<file path="config.mk">
export PLATFORM = sky130hd
export DESIGN_NAME = multicycle_control
export DESIGN_NICKNAME = d
export VERILOG_FILES = /design/src/rtl/multicycle_control.sv
export SDC_FILE = /design/constraint.sdc
export NUM_CORES = 1
export LEC_CHECK = 0
export ABC_AREA = 0
export BUFFER_PORTS_ARGS = -buffer_cell sky130_fd_sc_hd__buf_2
export CORE_UTILIZATION = 43
export CTS_BUF_LIST = sky130_fd_sc_hd__clkbuf_8
export CTS_CLUSTER_DIAMETER = 120
export DETAILED_ROUTE_END_ITERATION = 8
export HOLD_SLACK_MARGIN = 0.03
export PLACE_DENSITY_LB_ADDON = 0.12
export REMOVE_ABC_BUFFERS = 1
export SYNTH_ARGS = -nofsm -noshare
export SYNTH_HDL_FRONTEND = slang
export SYNTH_SLANG_ARGS = --single-unit
</file>
<file path="constraint.sdc">
create_clock -name clk -period 1.3 [get_ports clk]
set_input_delay 0.195 -clock clk [delete_from_list [all_inputs] [get_ports clk]]
set_output_delay 0.195 -clock clk [all_outputs]
set_load 0.1 [all_outputs]
</file>
<file path="src/rtl/multicycle_control.sv">
// multicycle_control: ARM multicycle control FSM sequencing the shared datapath,
// with condition-code evaluation and the architectural NZCV flag register.
`default_nettype none

module multicycle_control (
  input  logic       clk,
  input  logic       reset,
  input  logic [3:0] Cond,
  input  logic [1:0] Op,
  input  logic [5:0] Funct,
  input  logic [3:0] Rd,
  input  logic [3:0] ALUFlags,
  output logic       PCWrite,
  output logic       AdrSrc,
  output logic       MemWrite,
  output logic       IRWrite,
  output logic       RegWrite,
  output logic [1:0] ResultSrc,
  output logic       ALUSrcA,
  output logic [1:0] ALUSrcB,
  output logic [1:0] ALUControl,
  output logic [1:0] ImmSrc,
  output logic [1:0] RegSrc,
  output logic [3:0] Flags
);

  typedef enum logic [3:0] {
    FETCH  = 4'd0,
    DECODE = 4'd1,
    MEMADR = 4'd2,
    MEMRD  = 4'd3,
    MEMWB  = 4'd4,
    MEMWR  = 4'd5,
    EXECR  = 4'd6,
    EXECI  = 4'd7,
    ALUWB  = 4'd8,
    BRANCH = 4'd9
  } state_t;

  state_t     state, state_next;
  logic       cond_ex_q;
  logic       cond_ex;
  logic [3:0] flags_q;
  logic [3:0] cmd;
  logic       is_cmp;
  logic [1:0] dp_alu;
  logic       in_exec;
  logic       rd_is_pc;

  assign cmd      = Funct[4:1];
  assign is_cmp   = (cmd == 4'b1010);
  assign in_exec  = (state == EXECR) || (state == EXECI);
  assign rd_is_pc = (Rd == 4'd15);

  always_comb begin
    dp_alu = 2'b00;
    case (cmd)
      4'b0100: dp_alu = 2'b00;
      4'b0010: dp_alu = 2'b01;
      4'b1010: dp_alu = 2'b01;
      4'b0000: dp_alu = 2'b10;
      4'b1100: dp_alu = 2'b11;
      default: dp_alu = 2'b00;
    endcase
  end

  // Evaluated against the architectural flags; {N,Z,C,V} = flags_q[3:0].
  always_comb begin
    cond_ex = 1'b0;
    case (Cond)
      4'b0000: cond_ex = flags_q[2];
      4'b0001: cond_ex = ~flags_q[2];
      4'b0010: cond_ex = flags_q[1];
      4'b0011: cond_ex = ~flags_q[1];
      4'b0100: cond_ex = flags_q[3];
      4'b0101: cond_ex = ~flags_q[3];
      4'b0110: cond_ex = flags_q[0];
      4'b0111: cond_ex = ~flags_q[0];
      4'b1000: cond_ex = flags_q[1] & ~flags_q[2];
      4'b1001: cond_ex = ~flags_q[1] | flags_q[2];
      4'b1010: cond_ex = (flags_q[3] == flags_q[0]);
      4'b1011: cond_ex = (flags_q[3] != flags_q[0]);
      4'b1100: cond_ex = ~flags_q[2] & (flags_q[3] == flags_q[0]);
      4'b1101: cond_ex = flags_q[2] | (flags_q[3] != flags_q[0]);
      4'b1110: cond_ex = 1'b1;
      default: cond_ex = 1'b0;
    endcase
  end

  always_ff @(posedge clk or negedge reset) begin
    if (!reset) begin
      state     <= FETCH;
      cond_ex_q <= 1'b0;
      flags_q   <= 4'b0000;
    end else begin
      state <= state_next;
      if (state == DECODE)
        cond_ex_q <= cond_ex;
      // Logical ops (AND/ORR) carry no meaningful C/V, so those hold.
      if (in_exec && cond_ex_q && (Funct[0] || is_cmp)) begin
        flags_q[3:2] <= ALUFlags[3:2];
        if (!dp_alu[1])
          flags_q[1:0] <= ALUFlags[1:0];
      end
    end
  end

  always_comb begin
    state_next = FETCH;
    PCWrite    = 1'b0;
    AdrSrc     = 1'b0;
    MemWrite   = 1'b0;
    IRWrite    = 1'b0;
    RegWrite   = 1'b0;
    ResultSrc  = 2'b00;
    ALUSrcA    = 1'b0;
    ALUSrcB    = 2'b00;
    ALUControl = 2'b00;
    ImmSrc     = Op;
    RegSrc     = 2'b00;
    Flags      = flags_q;
    case (state)
      FETCH: begin
        IRWrite    = 1'b1;
        ALUSrcA    = 1'b1;
        ALUSrcB    = 2'b10;
        ResultSrc  = 2'b10;
        PCWrite    = 1'b1;
        state_next = DECODE;
      end
      DECODE: begin
        ALUSrcA = 1'b1;
        ALUSrcB = 2'b10;
        RegSrc  = {(Op == 2'b01) & ~Funct[0], (Op == 2'b10)};
        case (Op)
          2'b00:   state_next = Funct[5] ? EXECI : EXECR;
          2'b01:   state_next = MEMADR;
          2'b10:   state_next = BRANCH;
          default: state_next = FETCH;
        endcase
      end
      MEMADR: begin
        ALUSrcB    = 2'b01;
        state_next = Funct[0] ? MEMRD : MEMWR;
      end
      MEMRD: begin
        AdrSrc     = 1'b1;
        state_next = MEMWB;
      end
      MEMWB: begin
        ResultSrc = 2'b01;
        RegWrite  = cond_ex_q;
        PCWrite   = cond_ex_q & rd_is_pc;
      end
      MEMWR: begin
        AdrSrc   = 1'b1;
        MemWrite = cond_ex_q;
      end
      EXECR, EXECI: begin
        ALUSrcB    = (state == EXECI) ? 2'b01 : 2'b00;
        ALUControl = dp_alu;
        state_next = is_cmp ? FETCH : ALUWB;
      end
      ALUWB: begin
        RegWrite = cond_ex_q;
        PCWrite  = cond_ex_q & rd_is_pc;
      end
      BRANCH: begin
        ALUSrcB   = 2'b01;
        ResultSrc = 2'b10;
        PCWrite   = cond_ex_q;
        RegWrite  = cond_ex_q & Funct[4];
      end
      default: state_next = FETCH;
    endcase
    // Reset blanks every control line immediately, independent of the clock.
    if (!reset) begin
      PCWrite    = 1'b0;
      AdrSrc     = 1'b0;
      MemWrite   = 1'b0;
      IRWrite    = 1'b0;
      RegWrite   = 1'b0;
      ResultSrc  = 2'b00;
      ALUSrcA    = 1'b0;
      ALUSrcB    = 2'b00;
      ALUControl = 2'b00;
      ImmSrc     = 2'b00;
      RegSrc     = 2'b00;
    end
  end

endmodule

`default_nettype wire

</file>
==> impl_results.md, run 1 <==
- Seq cells post-synth: 9
- Status: did not finish
- Async SR Flop Fraction: 100.0%
- Ports: 42
- Clock Tree Buf Depth: 2
- Last stage: clock tree synthesis (4_1_cts)
- Post-synthesis sequential area ratio: between 20 and 30%
- Starting Density: between 40% and 50%
- Die W: approximately 47 um
- Largest family of logic cells by synthesized area: simple AND/OR/NAND/NOR gates
- Die Y: between 40 and 50 um
- Synth Cell Area: 868.3 um^2
- # clock sinks: 9
- Cts bufs inserted: 3
- Synth Area in XOR/XNOR: under 10%
- Clock Tree Root: clkbuf_8
- Cts-stage hold buffer count: 1
- Site Rows: 15
- Placed cell count: 199
- YS warnings: 0
- EDFF count, synth: 0
- CTS H-Tree Depth: 1
- Compound-Gate Fraction of Synth Area: around 17%
- Final GP Congestion: roughly 0.79
- IO buf count: just over 40
- Syn Inst Count: ~100
- Synth cell types: 40
- # Post-CTS Setup Buffers: 4
- Pre-CTS setup slack: -0.3467 ns
- Simple-gate share of the synthesized area: between 30% and 40%
- Tool Error: [ERROR DPL-0038] Utilization greater than 100%, impossible to legalize
- Post_cts resized: 33
- DP HPWL: around 2.6 mm
- Post-synthesis mux area share: just under 10%
- Top FF cell, synth: dfrtp_1
- Post-Synth Adder-Cell Area: 0%
- Syn Area/Cell: approximately 8.3 um^2
-- per-stage QoR --
step                      instance area [um^2]  hold WS [ns]  util [%]
after floorplan                          834.6       -0.1006         -
after detailed placement                  1634        0.1362     90.69
after global placement                    1634        0.1370     90.69
-- cell families after synthesis --
kind of cell	count (synthesis)
muxes	7
xor gates and xnor gates	5
AOI/OAI and AO/OA	22
buffers and inverters	7
and+or+nand+nor	54
DFF	9
-- cells in the mapped netlist, types with 4 or more instances --
library cell,instances,area [um^2]
dfrtp_1,9,225.2
nand2_1,6,22.52
nand2b_1,4,25.02
nor2_1,9,33.78
nor2b_1,6,37.54
nor3_1,6,30.03
o21ai_0,7,35.03
xor2_1,4,35.03
==> run 2: changes to the inputs <==
--- a/config.mk
+++ b/config.mk
@@ -7,12 +7,10 @@
 export LEC_CHECK = 0
 export ABC_AREA = 0
 export BUFFER_PORTS_ARGS = -buffer_cell sky130_fd_sc_hd__buf_2
-export CORE_UTILIZATION = 43
-export CTS_BUF_LIST = sky130_fd_sc_hd__clkbuf_8
-export CTS_CLUSTER_DIAMETER = 120
+export CORE_AREA = 2 2 63 65
 export DETAILED_ROUTE_END_ITERATION = 8
-export HOLD_SLACK_MARGIN = 0.03
-export PLACE_DENSITY_LB_ADDON = 0.12
+export DIE_AREA = 0 0 65 67
+export PLACE_DENSITY_LB_ADDON = 0.15
 export REMOVE_ABC_BUFFERS = 1
 export SYNTH_ARGS = -nofsm -noshare
 export SYNTH_HDL_FRONTEND = slang
==> constraint.sdc (replaced) <==
create_clock -name clk -period 1.7 [get_ports clk]
set_input_delay 0.255 -clock clk [delete_from_list [all_inputs] [get_ports clk]]
set_output_delay 0.255 -clock clk [all_outputs]
set_load 0.1 [all_outputs]
==> run 2 against run 1 <==
The flow now finishes, with violations (negative setup slack). Synthesized area did not move. Synthesized cell count unchanged.
==> impl_results.md, run 2 <==
- Met3 wire length: 138 um
- Pwr Total: around 3 mW
- Antenna violations before repair: 0
- Ports: 42 (unchanged)
- Synth cell types: 40 (unchanged)
- Slowest-stage cell, CP: dfrtp_2
- Cts bufs inserted: 3 (unchanged)
- Yosys top cell area share: 25.94% (unchanged)
- Final Net Count: between 150 and 200
- Slew Limit Fails: 0
- Failing checks: negative setup slack
- Seq cells post-synth: 9 (unchanged)
- Antenna viol nets, final: 0
- DP HPWL: 2.167 mm (was 2.636 mm)
- Routed WL: between 2 and 3 mm
- Slew margin rel.: between 60% and 70%
- CP Launch Type: flop
- Clock-pin slew on the worst setup and hold paths: ~0.040 ns
- Clock Tree Root: clkbuf_8 (unchanged)
- Commonest cells post-synth: dfrtp_1 (9), nor2_1 (9), o21ai_0 (7) (unchanged)
- Pre-CTS setup slack: 0.04277 ns (was -0.3467 ns)
- DR WL met2: between 1.5 and 2 mm
- # clock sinks: 9 (unchanged)
- Synth Cell Area: 868.3 um^2 (unchanged)
- Synth area leaders: dfrtp_1 (26%), nor2b_1 (4.3%), o21ai_0 (4.0%), xor2_1 (4.0%), nor2_1 (3.9%) (unchanged)
- Cell Count, Final, Fillers Out: approximately 210
- Largest net degree at the start of global routing: 10
- Die Y: 67 um (was 46.94 um)
- Most frequent cells in the layout: buf_2 (25), buf_12 (16), buf_4 (15)
- Post-synthesis sequential area ratio: 25.94% (unchanged)
- Worst r2r src: state[3]
- Met1 WL: between 1 and 1.5 mm
- Die area: around 4400 um^2
- Die W: 65 um (was 46.94 um)
- Site Rows: 22 (was 15)
- Cts-stage hold buffer count: 0 (was 1)
- Tcrit/Tclk final: 108.8%
- Most common cell after layout, fill and taps aside: buf_2
- Worst-Margin Slew: roughly 0.48 ns
- DRT iter0 DRCs: 23
- Cell taking the most area after synthesis: dfrtp_1 (unchanged)
- IO buf count: 41 (unchanged)
- Critical Path Sink Type: output port
- Leak pwr: just over 0.7 nW
- Via-to-Cell Ratio: approximately 4.8
- Routed len/inst: 13.15 um
- Final Instance Area: 1633 um^2
- Clk_skew: approximately 0.00039 ns
- Syn Area/Cell: 8.349 um^2 (unchanged)
- Period minus WS final: 1.849 ns
- Async SR Flop Fraction: 100.0% (unchanged)
- Worst vdd ir: about 0.0011 V
- TritonCTS clock tree: built
- Hold WC Path Type: in -> async
- Vias in the first global route: 1,012
- Core ar.: 3606 um^2
- Final GP Congestion: 0.7189 (was 0.7906)
- Max layer used: met4
- Worst-path cell chain: and2b_2 -> and2b_1 -> o22ai_1 -> and3_1 -> buf_12
- Placed cell count: 199 (unchanged)
- YS warnings: 0 (unchanged)
- Worst hold slack: between 0.04 and 0.05 ns
- Via count: ~1,000
- Clock Tree Buf Depth: 2 (unchanged)
- Layout cells sized above 1: 56.25%
- Status: finished with violations (was did not finish)
- Clk_lat worst skew: 0.22 ns
- EDFF count, synth: 0 (unchanged)
- First-pass GRT wire length: 4.429 mm
- WP buf/inv: 1
- Final hold viol count: 0
- Top FF cell, synth: dfrtp_1 (unchanged)
- Total global routing overflow: 0
- RSZ-0062 raised after global routing: yes
- Fin worst setup slack: -0.1494 ns
- Length of the first detailed-routing pass in iterations: 4
- Worst endpoint required time: between 1 and 1.5 ns
- Largest stage delay, worst path: about 0.44 ns
- Diode count: 0
- Gr usage total: between 10% and 20%
- CP delay by family, top: simple AND/OR/NAND/NOR gates
- Largest fanout on the critical path: 5
- P&R area growth vs syn: 88.04%
- Max-cap violations: 0
- Placed instance area: 1430 um^2 (was 1634 um^2)
- Syn Inst Count: 104 (unchanged)
- CTS H-Tree Depth: 1 (unchanged)
- Critical Path AT: ~1.6 ns
- CP Class: reg -> out
- DRC errors left: 0
- Power per Cell Area: 1809 nW/um^2
- Starting Density: 24.08% (was 48.19%)
- Max Freq: around 0.54 GHz
- Crit path from: state[3]
- Final setup viols: 8
## run 2: cell counts after synthesis
Identical to the previous run, type by type.
## run 2: worst paths after layout
path	to	slack (ns)	cells past startpoint
worst max-delay path	RegWrite	-0.15	5
worst min-delay path	cond_ex_q	0.04	2
worst max register to register	cond_ex_q	0.15	6
worst min register to register	state[1]	0.52	1
max in group asynchronous	state[3]	1.49	2
min in group clk	Flags[0]	0.26	2
## run 2: power by group
part	total, mW	internal (mW)	leakage, nW	switching (mW)
Sequential	0.467	0.310	0.114	0.157
Combinational	2.25	0.855	0.579	1.40
Clock	0.235	0.162	0.0228	0.0727
## run 2: per-stage QoR
step / setup TNS, ns / util, %
after floorplan: -17.81 / -
after global placement: 0 / 39.66
after detailed placement: 0 / 39.66
after CTS: -0.7367 / 43.62
after global routing: -1.496 / 45.28
final: -0.7683 / 45.28
## run 2: final cells by class
| type | instances | area [um^2] |
|---|---|---|
| tap | 48 | 60.06 |
| multi-input combinational | 88 | 714.4 |
| timing repair buffer | 58 | 580.6 |
| clock buffer | 4 | 45.04 |
| inverter | 1 | 3.754 |
| fill | 369 | 1973 |
| sequential | 9 | 229.0 |
## run 2: kinds of logic after synthesis
group	after synthesis	share of synthesized area, %
AOI/OAI and AO/OA	22	17.00
xor gates and xnor gates	5	5.043
buffers and inverters	7	4.322
DFF	9	25.94
muxes	7	9.654
and+or+nand+nor	54	38.04
## run 2: worst register-to-register path: cells and delay by family, from the launching register on
family          cells  cell delay [ns]
flops               1             0.44
simple gates        2             0.36
compound gates      2             0.33
buf+inv             2             0.30
## run 2: routing by layer
layer  GRT usage (%)  vias to the layer above
met2           26.03                       31
met1           13.74                      478
met5               0                        -
li1                -                      489
met4           3.191                        0
met3           2.196                        2
## run 2: repair_timing
| item | 4_1_cts | 5_1_grt |
|---|---|---|
| buffers inserted | 3 | 2 |
| hold endpoints to repair | 0 | 0 |
| gates resized for setup | 19 | 12 |
| pin swaps | 6 | 4 |
| endpoints found under the setup margin | 12 | 15 |
Note: power is estimated with default switching activity, not from simulation.
==> run 3: changes to the inputs <==
--- a/config.mk
+++ b/config.mk
@@ -7,10 +7,10 @@
 export LEC_CHECK = 0
 export ABC_AREA = 0
 export BUFFER_PORTS_ARGS = -buffer_cell sky130_fd_sc_hd__buf_2
-export CORE_AREA = 2 2 63 65
+export CORE_AREA = 3 3 64 66
 export DETAILED_ROUTE_END_ITERATION = 8
-export DIE_AREA = 0 0 65 67
-export PLACE_DENSITY_LB_ADDON = 0.15
+export DIE_AREA = 0 0 67 69
+export PLACE_DENSITY = 0.48
 export REMOVE_ABC_BUFFERS = 1
 export SYNTH_ARGS = -nofsm -noshare
 export SYNTH_HDL_FRONTEND = slang
==> constraint.sdc (replaced) <==
create_clock -name clk -period 2.3 [get_ports clk]
set_input_delay 0.345 -clock clk [delete_from_list [all_inputs] [get_ports clk]]
set_output_delay 0.345 -clock clk [all_outputs]
set_load 0.1 [all_outputs]
==> run 3 against run 2 <==
Cell count shrank 7.2%. Sequential power shrank 21%. Critical path depth shrank 2. Clock power shrank 23%. Via count shrank 11%. Cell area shrank 26%. The run now ends clean. Sequential share of layout area grew 4.7 points. Global-route usage shrank 2.9 points. Die area grew 6.2%. Largest power group unchanged. Worst hold slack gained 0.065 ns. Worst setup slack gained 0.29 ns. Clock skew is essentially flat.
==> impl_results.md, run 3 (synthesis gave the netlist of run 2 again) <==
- Tcrit/Tclk final: 93.84%
- Vias in the first global route: 819 (was 1,012)
- Worst r2r src: state[2] (was state[3])
- Layout cells sized above 1: 39.31% (was 56.25%)
- Diode count: 0 (unchanged)
- Slew Limit Fails: 0 (unchanged)
- Via-to-Cell Ratio: 4.632 (was 4.808)
- Final GP Congestion: 0.8243 (was 0.7189)
- Worst endpoint required time: 1.96 ns (was 1.44 ns)
- TritonCTS clock tree: built (unchanged)
- Max-cap violations: 0 (unchanged)
- P&R area growth vs syn: 38.33% (was 88.04%)
- DRT iter0 DRCs: 70 (was 23)
- Clock-pin slew on the worst setup and hold paths: 0.05 ns (was 0.04 ns)
- Final setup viols: 0 (was 8)
- Via count: 894 (was 1,000)
- Clock Tree Root: clkbuf_8 (unchanged)
- Register Area: 225.2 um^2 (was 229.0 um^2)
- Gr usage total: 10.00% (was 12.93%)
- Leak pwr: 0.5740 nW (was 0.7156 nW)
- Critical Path AT: 1.81 ns (was 1.59 ns)
- Final hold viol count: 0 (unchanged)
- Slowest-stage cell, CP: dfrtp_1 (was dfrtp_2)
- Antenna viol nets, final: 0 (unchanged)
- Die Y: 69 um (was 67 um)
- Ports: 42 (unchanged)
- CTS H-Tree Depth: 1 (unchanged)
- Core ar.: 3633 um^2 (was 3606 um^2)
- DP HPWL: 1.856 mm (was 2.167 mm)
- # clock sinks: 9 (unchanged)
- Setup_tns: 0 ns (was -0.7683 ns)
- Hold WC Path Type: in -> async (unchanged)
- CP Launch Type: flop (unchanged)
- Die area: 4623 um^2 (was 4355 um^2)
- RSZ-0062 raised after global routing: no (was yes)
- Largest stage delay, worst path: 0.52 ns (was 0.44 ns)
- Area of the multi-input gates: 608.1 um^2 (was 714.4 um^2)
- Reg2reg setup slack: 0.71 ns (was 0.15 ns)
- Pwr Total: 1.690 mW (was 2.954 mW)
- Clock Tree Buf Depth: 2 (unchanged)
- IO buf count: 41 (unchanged)
- Starting Density: 23.90% (was 24.08%)
- Routed WL: 2.259 mm (was 2.735 mm)
- Routed len/inst: 11.70 um (was 13.15 um)
- Reg2Reg Depth: 4 (was 6)
- # fillers: 412 (was 369)
- Antenna violations before repair: 0 (unchanged)
- Cts bufs inserted: 3 (unchanged)
- First-pass GRT wire length: 3.705 mm (was 4.429 mm)
- Length of the first detailed-routing pass in iterations: 4 (unchanged)
- Critical Path Sink Type: output port (unchanged)
- Clk_skew: 0.0007199 ns (was 0.0003898 ns)
- WP buf/inv: 1 (unchanged)
- DRC errors left: 0 (unchanged)
- Worst-path cell chain: nand2b_1 -> nor4_1 -> buf_2 (was and2b_2 -> and2b_1 -> o22ai_1 -> and3_1 -> buf_12)
- Worst vdd ir: 0.0002884 V (was 0.001133 V)
- Period minus WS final: 2.158 ns
- Largest fanout on the critical path: 14 (was 5)
- Power per Cell Area: 1407 nW/um^2 (was 1809 nW/um^2)
- CP delay by family, top: simple AND/OR/NAND/NOR gates (unchanged)
- Worst-Margin Slew: 0.4884 ns (was 0.4846 ns)
- Slew margin rel.: 67.67% (was 67.91%)
- Total global routing overflow: 0 (unchanged)
- CP Class: reg -> out (unchanged)
- Site Rows: 22 (unchanged)
- Reg2reg end: Flags[1] (was cond_ex_q)
- Final Net Count: 168 (was 183)
- Most common cell after layout, fill and taps aside: buf_2 (unchanged)
- Clk_lat worst skew: 0.23 ns (was 0.22 ns)
- Most frequent cells in the layout: buf_2 (36), dfrtp_1 (9), nor2_1 (8), o21ai_0 (7) (was buf_2 (25), buf_12 (16), buf_4 (15))
- Status: complete, no violations (was finished with violations)
- Die W: 67 um (was 65 um)
- Largest net degree at the start of global routing: 15 (was 10)
- Max Freq: between 0.4 and 0.5 GHz
==> run 3: routing by layer <==
metal	vias up	wire length, um	part of all wire, %	global-route usage (%)
met3	2	212	9.4	3.746
met1	396	988	44	12.43
met2	30	1048	46	15.94
met4	0	9	0.40	2.703
li1	466	-	-	-
met5	-	0	0	0
==> run 3: worst max-delay path by stage <==
stage	start	to	slack [ns]	cells after the start
2_1_floorplan	state[1]	PCWrite	-3.07	4
3_3_place_gp	state[2]	RegSrc[0]	0.30	5
3_5_place_dp	state[2]	RegSrc[0]	0.33	5
4_1_cts	state[2]	RegSrc[0]	0.06	5
5_1_grt	state[1]	PCWrite	0.005	5
6_report	state[1]	ResultSrc[1]	0.14	3
==> run 3: power breakdown <==
group          leakage [nW]  switching (mW)  internal (mW)  total (mW)
sequential            0.118           0.145          0.223       0.368
clock                0.0255          0.0639          0.118       0.182
combinational         0.431           0.854          0.286        1.14
==> run 3: worst reg2reg max path: stages (launching register included) <==
cell       delay, ns
dfrtp_1         0.54
and2b_1         0.27
o2111ai_2       0.17
nand2b_4        0.21
mux2_4          0.29
==> run 3: per-stage QoR <==
stage / area (um^2) / hold slack, ns / setup WS, ns / util, % / instances
final: 1201 / 0.1085 / 0.1416 / 33.06 / 193
after global routing: 1201 / 0.1279 / 0.004563 / 33.06 / 193
after CTS: 1191 / 0.1092 / 0.06142 / 32.78 / 193
after detailed placement: 1145 / 0.3571 / 0.3251 / 31.51 / 189
after global placement: 1145 / 0.3589 / 0.2986 / 31.51 / 189
after floorplan: 834.6 / 0.04941 / -3.073 / - / 98
==> run 3: final cells by class <==
type                       count  share of cell area [%]
tap                           48                   5.000
sequential                     9                   18.75
clock buffer                   3                   3.438
timing repair buffer          43                   21.46
clock inverter                 1                  0.4167
inverter                       1                  0.3125
multi-input combinational     88                   50.63
==> run 3: repair_timing <==
item                       4_1_cts  5_1_grt
setup endpoints to repair        0        4
buffers inserted                 0        0
gates resized for setup          0        4
hold buffers                     0        0
